--- src/rtl/uniter_pkg.sv ---
// -----------------------------------------------------------------------------
// uniter_pkg
// Shared types for the valid/ready port uniter control path.
//   state_t : arbiter FSM state (IDLE = no grant held, BUSY = grant held)
//   sel_t   : select index at the default port-count width
// -----------------------------------------------------------------------------
package uniter_pkg;

   // Default select width (log2 of the number of master ports).
   localparam int PORTS_N_DEFAULT = 4;

   typedef enum logic {
      IDLE = 1'b0,
      BUSY = 1'b1
   } state_t;

   typedef logic [PORTS_N_DEFAULT-1:0] sel_t;

endpackage : uniter_pkg

--- src/rtl/uniter_rr_picker.sv ---
// -----------------------------------------------------------------------------
// uniter_rr_picker
// Combinational round-robin picker. Searches the request vector starting one
// position after last_grant, wrapping modulo PORTS_W, and ending at last_grant
// itself. Implemented as a double-width rotate followed by a priority encoder.
//
// Ports:
//   req        in   PORTS_W  request vector
//   last_grant in   PORTS_N  index of the most recent grant
//   found      out  1        at least one request bit is set
//   winner     out  PORTS_N  chosen index (meaningful only when found=1)
// -----------------------------------------------------------------------------
module uniter_rr_picker #(
   parameter int PORTS_N = 4,
   parameter int PORTS_W = 1 << PORTS_N
) (
   input  logic [PORTS_W-1:0] req,
   input  logic [PORTS_N-1:0] last_grant,
   output logic               found,
   output logic [PORTS_N-1:0] winner
);

   logic [PORTS_N:0]     shift_amt;
   logic [2*PORTS_W-1:0] req_dbl;
   logic [PORTS_W-1:0]   req_rot;
   logic [PORTS_N-1:0]   offset;

   // Rotating right by last_grant+1 puts the highest-priority port at bit 0.
   // shift_amt can reach PORTS_W, so it carries one extra bit; the doubled
   // vector keeps the part-select in range for every shift.
   assign shift_amt = {1'b0, last_grant} + (PORTS_N+1)'(1);
   assign req_dbl   = {req, req};
   assign req_rot   = req_dbl[shift_amt +: PORTS_W];

   // Lowest set bit of the rotated vector wins; scanning downward lets the
   // last assignment be the lowest index.
   always_comb begin
      offset = '0;
      for (int i = PORTS_W - 1; i >= 0; i--) begin
         if (req_rot[i]) begin
            offset = PORTS_N'(i);
         end
      end
   end

   assign found  = |req;
   // Undo the rotation; the PORTS_N-bit sum wraps naturally modulo PORTS_W.
   assign winner = last_grant + PORTS_N'(1) + offset;

endmodule : uniter_rr_picker

--- src/rtl/uniter_rr_arbiter.sv ---
// -----------------------------------------------------------------------------
// uniter_rr_arbiter
// Packet-locked round-robin arbiter that drives the uniter's select input.
// A grant is taken from IDLE one cycle after any request appears, held for the
// whole packet, and handed over on the cycle the last beat handshakes. On
// handover the released port is masked so another requester wins if present;
// otherwise the arbiter returns to IDLE with o_sel frozen.
//
// Ports:
//   i_clk          in   1        clock
//   i_reset        in   1        synchronous active-high reset
//   i_master_valid in   PORTS_W  per-port beat valid
//   i_master_last  in   PORTS_W  per-port last-beat flag (qualified by valid)
//   i_slave_ready  in   1        downstream ready
//   o_sel          out  PORTS_N  registered selected port index
//   o_sel_valid    out  1        a grant is held
//   o_grant        out  PORTS_W  one-hot of o_sel, zero when no grant held
// -----------------------------------------------------------------------------
module uniter_rr_arbiter
   import uniter_pkg::*;
#(
   parameter int PORTS_N = PORTS_N_DEFAULT,
   parameter int PORTS_W = 1 << PORTS_N
) (
   input  logic               i_clk,
   input  logic               i_reset,
   input  logic [PORTS_W-1:0] i_master_valid,
   input  logic [PORTS_W-1:0] i_master_last,
   input  logic               i_slave_ready,
   output logic [PORTS_N-1:0] o_sel,
   output logic               o_sel_valid,
   output logic [PORTS_W-1:0] o_grant
);

   state_t             state_reg, state_next;
   logic [PORTS_N-1:0] sel_reg, sel_next;
   logic [PORTS_N-1:0] last_grant_reg, last_grant_next;

   logic [PORTS_W-1:0] sel_onehot;
   logic [PORTS_W-1:0] req_vec;
   logic               pick_found;
   logic [PORTS_N-1:0] pick_winner;
   logic               fire;
   logic               release_beat;

   assign sel_onehot   = PORTS_W'(1) << sel_reg;
   assign fire         = i_master_valid[sel_reg] & i_slave_ready;
   assign release_beat = fire & i_master_last[sel_reg];

   // A single picker serves both paths: from IDLE every requester competes;
   // while BUSY only the release decision consults it, with the releasing
   // port removed so it cannot immediately re-win.
   assign req_vec = (state_reg == IDLE) ? i_master_valid
                                        : (i_master_valid & ~sel_onehot);

   uniter_rr_picker #(
      .PORTS_N (PORTS_N),
      .PORTS_W (PORTS_W)
   ) u_picker (
      .req        (req_vec),
      .last_grant (last_grant_reg),
      .found      (pick_found),
      .winner     (pick_winner)
   );

   always_comb begin
      state_next      = state_reg;
      sel_next        = sel_reg;
      last_grant_next = last_grant_reg;
      case (state_reg)
         IDLE: begin
            if (pick_found) begin
               state_next      = BUSY;
               sel_next        = pick_winner;
               last_grant_next = pick_winner;
            end
         end
         BUSY: begin
            if (release_beat) begin
               if (pick_found) begin
                  sel_next        = pick_winner;
                  last_grant_next = pick_winner;
               end else begin
                  // No other requester: drop the grant but keep o_sel.
                  state_next = IDLE;
               end
            end
         end
         default: begin
            state_next = IDLE;
         end
      endcase
   end

   always_ff @(posedge i_clk) begin
      if (i_reset) begin
         state_reg      <= IDLE;
         sel_reg        <= '0;
         // Pointing at the top port makes port 0 the first in line.
         last_grant_reg <= PORTS_N'(PORTS_W - 1);
      end else begin
         state_reg      <= state_next;
         sel_reg        <= sel_next;
         last_grant_reg <= last_grant_next;
      end
   end

   assign o_sel       = sel_reg;
   assign o_sel_valid = (state_reg == BUSY);

   for (genvar gi = 0; gi < PORTS_W; gi++) begin : g_grant
      assign o_grant[gi] = o_sel_valid && (sel_reg == PORTS_N'(gi));
   end

endmodule : uniter_rr_arbiter

--- config.mk ---
export PLATFORM = sky130hd
export DESIGN_NAME = uniter_rr_arbiter
export DESIGN_NICKNAME = d
export VERILOG_FILES = /design/src/rtl/uniter_pkg.sv /design/src/rtl/uniter_rr_picker.sv /design/src/rtl/uniter_rr_arbiter.sv
export SDC_FILE = /design/constraint.sdc
export NUM_CORES = 1
export LEC_CHECK = 0
export CORE_ASPECT_RATIO = 0.7
export CORE_UTILIZATION = 51
export DETAILED_ROUTE_END_ITERATION = 12
export GPL_ROUTABILITY_DRIVEN = 0
export PLACE_DENSITY = 0.85
export SLEW_MARGIN = 10
export SYNTH_ARGS = -nofsm -noshare
export SYNTH_HDL_FRONTEND = slang
export SYNTH_SLANG_ARGS = --single-unit
--- constraint.sdc ---
create_clock -name i_clk -period 5.2 [get_ports i_clk]
set_input_delay 1.04 -clock i_clk [delete_from_list [all_inputs] [get_ports i_clk]]
set_output_delay 1.04 -clock i_clk [all_outputs]
set_load 0.1 [all_outputs]
==> run metrics <==
status=complete, no violations; vias in the first global route=2478; TritonCTS clock tree=done; placed cell count=403; final setup violation count=0; Post-synth top cells=nor2_1 (41), o21ai_0 (30), nand2_1 (20); Max clock buf depth=2; core outline area=between 4000 and 5000 um2; Total Routing Usage GR=0.337; predominant post-synthesis flop cell=dfxtp_1; first-pass GRT wire length=12.2 mm; Final Util=0.707; TNS Setup=0 ps; Place WS=323 ps; Worst path max stage delay=between 500 and 600 ps; Worst Setup Start Kind=input port; Final WS setup=497 ps; Pins Over Slew Limit=0; synthesized flop and latch total=9; Worst Clk Skew=0.439 ps; Yosys top cell area share=0.120; Critical Path Most Common Cell=a21o_1; FILL cells=357; Final Hold Fails=0; Syn. warnings=0; clock slew at reported path FFs=40 ps; antenna violations before repair=0; number of diodes=0; Post-Layout Cell Count=407; critical path's top delay family=compound AO/OA/AOI/OAI gates; Post-Syn Area=2260 um2; Critical Path RT=between 5000 and 6000 ps; largest net degree at the start of global routing=24; global route overflow=0; post-synthesis cell count=~310; final instance area=slightly below 3000 um2; Post-CTS Resized=0; Synth cell types=58; placed cell areas=between 2000 and 3000 um2; RSZ-0062 raised after global routing=no; crit path max-delay cell type=clkdlybuf4s50_1; worst-path fanout max=7; Ports=56; CTS root buffer=clkbuf_8; Detail Placement HPWL=slightly below 6 mm; final clock period utilization by the worst path=0.904; die area=4700 um2; Die Wd=~80 um; Post-CTS Setup Bufs=0; I/O Buffers=55; 1st-iter DRT viols=361; Tmin final=between 4000 and 5000 ps; multi-input logic area=1940 um2; Sink Count=9; Critical Path Sink Type=flop; synth top area cells=mux4_2 (12%), dfxtp_1 (8.0%), mux2i_1 (7.5%); top-count cell post-synth=nor2_1; maximum vdd drop=0.518 mV; mean post-synth cell area=between 7 and 8 um2; # rows=19; final WL=7.54 mm; Worst Path Buf+Inv=1; first-pass iteration count of the detailed router=5; Leak=1.10 nW; hold_buf cts=0; H-tree Lvls=1; later-pin clock latency in the skew report=between 200 and 250 ps; clock buffer count from CTS=3; Max-slew headroom=0.338; WL/cell=18.5 um; register area=around 180 um2; Worst-Margin Slew=990 ps; Post-layout nets=395; DRC=0; Cell Chain, Critical Path=clkdlybuf4s50_1 > o21a_1 > mux4_2 > mux2_2 > o32a_4 > nor2_1 > o21ai_0 > a21o_1 > a311oi_1 > ha_1 > a21o_1 > a21oi_1 > nand2b_1 > or4_1 > nand4_1; Worst EP arrival=between 4000 and 5000 ps; number of synthesized flops with an enable pin=0; Worst Hold Class=reg2reg; max-cap viol count=0; vias per cell=6.94; pwr/cell area=about 570 nW/um2; share of post-route cells with drive strength above 1=0.118; Vias=roughly 2800; P&R area growth vs syn=28.0%; CP Class=in2reg; syn_nets=350; Final ANT Viol Nets=0; initial core utilization=0.552; ys async rst share=0; cell taking the most area after synthesis=mux4_2; register area share after synthesis=0.0798; Die H=57.7 um; Fmax=between 200 and 250 MHz
## layout make-up
| type | count | area share |
|---|---|---|
| multi-input cells | 268 | 0.671 |
| repair buffers | 65 | 0.216 |
| flip-flops and latches | 9 | 0.0623 |
| well taps | 52 | 0.0225 |
| clock buffers | 4 | 0.0156 |
| inverters | 9 | 0.0117 |
## cells by family (layout without fill, tap and decap cells)
group,after synthesis,in the layout,synth area share
DFF,9,9,0.0798
adders and majority gates,4,4,0.0255
and+or+nand+nor,109,109,0.230
buffers and inverters,34,78,0.0626
AOI/OAI and AO/OA,116,116,0.360
muxes,36,36,0.230
xor gates and xnor gates,3,3,0.0116
## layout by cell type (no fill, tap or decap), types with 3 or more instances in the layout
| cell | count |
|---|---|
| and3_1 | 3 |
| o21a_1 | 10 |
| a21o_1 | 3 |
| o21ai_1 | 7 |
| nand3_1 | 10 |
| inv_1 | 6 |
| dfxtp_1 | 9 |
| buf_4 | 10 |
| o211a_1 | 5 |
| or2_2 | 3 |
| o21ai_0 | 30 |
| a211o_1 | 5 |
| mux4_2 | 12 |
| nand3b_1 | 3 |
| mux2_2 | 7 |
| nand2_1 | 20 |
| a31oi_1 | 8 |
| nor2_1 | 39 |
| a21oi_1 | 12 |
| a311oi_1 | 9 |
| o31ai_1 | 4 |
| ha_1 | 3 |
| clkbuf_8 | 3 |
| nand4_1 | 3 |
| clkdlybuf4s50_1 | 55 |
| mux2i_1 | 17 |
| nor3_1 | 9 |
| nand2b_1 | 5 |
| o211ai_1 | 4 |
## per-stage QoR
stage               hold WS (ps)  total power [mW]
finish                       676              1.63
global route                 717              1.75
CTS                          673              1.60
detailed placement           663              1.51
global placement             662              1.49
floorplan                    796              1.22
## metal layers
| layer | track usage | routed length, um | vias up |
|---|---|---|---|
| met4 | 0.0740 | 97 | 0 |
| met2 | 0.487 | 3150 | 207 |
| li1 | - | - | 1294 |
| met1 | 0.500 | 3260 | 1308 |
| met5 | 0 | 0 | - |
| met3 | 0.0882 | 1030 | 17 |
## power breakdown
part	internal, mW	total (mW)	switching [mW]
sequential	0.0946	0.165	0.0709
combinational	0.547	1.39	0.841
clock	0.0534	0.0804	0.0270
total	0.694	1.63	0.939
## final timing paths
path                              start               endpoint  slack (ps)  cells after the start
setup / recovery      i_master_valid[1]  o_sel[3]$_SDFFE_PP0P_         500                     15
hold / removal    o_sel[1]$_SDFFE_PP0P_  o_sel[1]$_SDFFE_PP0P_         680                      2
setup reg to reg  o_sel[0]$_SDFFE_PP0P_  o_sel[3]$_SDFFE_PP0P_         570                     16
hold reg to reg   o_sel[1]$_SDFFE_PP0P_  o_sel[1]$_SDFFE_PP0P_         680                      2
## worst reg2reg max path, delay by kind of cell (launching register included)
family          cells  cell delay, ps
simple gates        5            1060
flops               1             460
compound gates      7            1620
buf+inv             1             270
fa+ha+maj           1             280
mux                 2             860
Note: power is estimated with default switching activity, not from simulation.
==> patch 1: new RTL, same settings <==
Reset style: asynchronous (`i_reset`), changed in one clocked block. Comments in the files are not updated.
--- a/src/rtl/uniter_rr_arbiter.sv
+++ b/src/rtl/uniter_rr_arbiter.sv
@@ -94,3 +94,3 @@
 
-   always_ff @(posedge i_clk) begin
+   always_ff @(posedge i_clk or posedge i_reset) begin
       if (i_reset) begin
Function: differs if i_reset is asserted again (counterexample within 4 cycles, from zero or initial values and one cycle with i_reset high); with i_reset held inactive, the same outputs for 4 cycles.
==> patch 1 against the unedited design <==
- wire length shrank 9.4%
- critical endpoint is now o_sel[3]$_DFFE_PP0P_
- hold slack lost 0.011 ns
- clock skew grew 0.0034 ns
- sequential cell count is the same
- register-to-register slack gained 0.06 ns
- setup slack gained 0.14 ns
- cell count shrank 9.3%
- area after synthesis shrank 7.4%
- largest cell class unchanged
- utilization shrank 2.9 points
- cell area shrank 8.0%
Power is left out: the tool's default activity adds up to more than one toggle a clock period on the data nets, which glitch-free logic cannot reach.
==> patch 1: results (changes against the unedited design) <==
----------------------------------------------------
[Cells and area]
  Fraction of final layout cells with drive strength greater than 1 ... 0.136 (+0.0173)
  Area taken by flip-flops and latches ... 230 um^2 (+28%)
  Multi-input combinational gate total ... 243 (-9.3%)
  Number of logic inverters in the finished layout ... 6 (-3)
  Multi-input gate area in the final layout ... 1750 um^2 (-10%)
  FFs & Latches ... 9 (unchanged)
  Final cell area excluding filler cells ... 2660 um^2 (-8.0%)
  Final std cells w/o fill ... 369 (-9.3%)
  Filler cell count ... 328 (-8.1%)

[Worst setup path]
  Cell with the biggest individual delay on the critical path ... sky130_fd_sc_hd__dfrtp_1
  Critical path peak fanout ... 23 (+16)
  End of the critical path ... o_sel[3]$_DFFE_PP0P_
  Worst EP arrival ... 4.69 ns (-0.19 ns)
  Depth of the worst register-to-register path ... 17 (+1)
  Critical Path Source ... o_sel[1]$_DFFE_PP0P_

[Timing]
  Setup slack after layout ... 0.633 ns (+0.136 ns)
  Worst Hold Slack ... 0.665 ns (-0.0106 ns)

[Placed design]
  Setup Slack @ Placement ... 0.616 ns (+0.293 ns)
  Total placed cells including tap cells ... 365 (-9.4%)
  Half-perimeter wire length of the detailed placement result ... 5180 um (-12%)
  Cell Area, Placed ... 2620 um^2 (-8.1%)

[Drt]
  Vias ... 2,410 (-15%)
  Iteration-0 DRC count of the detailed router ... 329 (-8.9%)

[Logic synthesis]
  Synth cell types ... 67 (+16%)
  Post-synth net total ... 316 (-9.7%)
  Proportion of synthesized flip-flops having asynchronous set or reset ... 1.00 (+1.00)
  Leading register cell type out of synthesis ... sky130_fd_sc_hd__dfrtp_1
  Number of instances in the synthesized netlist ... 277 (-11%)
  Sequential fraction of the synthesis area ... 0.110 (+0.0303)

[Global route]
  Pin count of the biggest net entering global routing ... 29 (+21%)
  Wire length of the first global-routing pass ... 11,200 um (-8.2%)

[Run status]
  Outcome ... finished, final reports clean

[Hold path]
  Worst Hold End ... last_grant_reg[0]$_DFFE_PP1P_

----------------------------------------------------
==> patch 1: cell count changes in the layout (fill, tap and decap cells not counted), moves of 6 or more <==
cell / delta
sky130_fd_sc_hd__a311oi_1: -8
sky130_fd_sc_hd__buf_4: -10
sky130_fd_sc_hd__dfxtp_1: -9
sky130_fd_sc_hd__nand2_1: +11
sky130_fd_sc_hd__nor2_1: -6
sky130_fd_sc_hd__o21a_1: -8
sky130_fd_sc_hd__o21ai_0: -9
==> patch 1: cells by family (layout without fill, tap and decap cells) <==
family,after synthesis,after routing,share of synthesized area
and+or+nand+nor,109,109,0.257
AOI/OAI and AO/OA,97,97,0.339
muxes,30,30,0.198
buffers and inverters,25,65,0.0557
DFF,9,9,0.110
adders and majority gates,4,4,0.0275
xor gates and xnor gates,3,3,0.0126
==> patch 1: metal layers <==
metal,up-vias,share of wire,track usage
li1,1138,-,-
met1,1127,0.44,0.491
met2,141,0.44,0.491
met3,4,0.11,0.0508
met4,0,0.0053,0.0529
met5,-,0,0
==> patch 2: new RTL, same settings <==
Made on the original files. Change the package constant `PORTS_N_DEFAULT` from 4 to 6.
--- a/src/rtl/uniter_pkg.sv
+++ b/src/rtl/uniter_pkg.sv
@@ -9,3 +9,3 @@
    // Default select width (log2 of the number of master ports).
-   localparam int PORTS_N_DEFAULT = 4;
+   localparam int PORTS_N_DEFAULT = 6;
 
Ports: changed (resized i_master_last, i_master_valid, o_grant and o_sel); port bits go from 56 to 202. No check against the original RTL was run, so the function may have changed too.
==> patch 2 against the unedited design <==
- the run now fails in global routing (5_1_grt)
- area after synthesis rose to 4.1 times the old value
- synthesized cell count rose to 3.2 times the old value
==> patch 2: results (changes against the unedited design) <==
----------------------------------------------------
[Placed design]
  Half-perimeter wire length of the detailed placement result ... 42,700 um (+620%)
  Total placed cells including tap cells ... 1,659 (+310%)
  Count of buffers inserted at the top-level ports ... 201 (+270%)

[Logic synthesis]
  Proportion of synthesized flip-flops having asynchronous set or reset ... 0 (unchanged)
  Main area contributors after synthesis ... sky130_fd_sc_hd__mux4_2, sky130_fd_sc_hd__mux2i_1, sky130_fd_sc_hd__mux4_1
  Sequential fraction of the synthesis area ... 0.0284 (-0.0514)
  Post-synth net total ... 1,121 (+220%)
  Warnings, synthesis ... 0 (unchanged)
  Synth cell types ... 83 (+43%)
  Number of instances in the synthesized netlist ... 984 (+220%)
  Number of storage elements in the synthesis netlist ... 13 (+4)
  Leading register cell type out of synthesis ... sky130_fd_sc_hd__dfxtp_1
  Commonest cells post-synth ... sky130_fd_sc_hd__mux4_2, sky130_fd_sc_hd__nor2_1, sky130_fd_sc_hd__mux2i_1, sky130_fd_sc_hd__nand2_1, sky130_fd_sc_hd__o21ai_0

[Clock tree]
  Library cell used as clock root buffer ... sky130_fd_sc_hd__clkbuf_16
  H-tree Lvls ... 1 (unchanged)
  Maximum clock path buffer count ... 2 (unchanged)
  Num CTS Buffers ... 3 (unchanged)

[Global route]
  Wire length of the first global-routing pass ... just over 100,000 um
  Number of global-route vias before repair ... approximately 16,000
  Pin count of the biggest net entering global routing ... 46
  All-Layer GR Usage ... 0.767
  Total grt overflow ... 73

[Run status]
  Last step reached ... global routing (5_1_grt)
  Outcome ... aborted with a tool error
  Log Error ... [ERROR GRT-0116] Global routing finished with congestion. Check the congestion regions in the DRC Viewer.

----------------------------------------------------
-- patch 2: cell count changes after synthesis, sizes merged, moves of 33 or more --
cell and delta:
mux2i +63, nand2 +57, buf +43, o21ai +79, clkbuf +34, nor2 +54, mux4 +150, nand3 +33
-- patch 2: layer usage --
layer | track usage | overflow
met5 | 0.329 | 0
met2 | 0.921 | 24
met3 | 0.651 | 2
met4 | 0.760 | 46
met1 | 0.758 | 1
-- patch 2: through the flow --
stage	setup slack [ns]	hold WS (ns)	setup TNS (ns)	cell area, um^2	util
floorplan	-0.400	0.691	-0.883	9380	-
global placement	-1.05	0.650	-7.48	13900	0.800
detailed placement	-1.42	0.680	-11.95	13900	0.800
CTS	-0.483	0.703	-2.44	14900	0.859
-- patch 2: cells by family after synthesis --
| group | count (synthesis) | share of synthesized area |
|---|---|---|
| AOI/OAI and AO/OA | 263 | 0.196 |
| buffers and inverters | 116 | 0.0595 |
| and+or+nand+nor | 314 | 0.179 |
| adders and majority gates | 6 | 0.00901 |
| muxes | 268 | 0.524 |
| DFF | 13 | 0.0284 |
| xor gates and xnor gates | 4 | 0.00382 |
-- patch 2: repair_timing --
action,4_1_cts
pin swaps,23
setup endpoints to repair,12
hold buffers,0
setup buffers,44
resized for setup,247
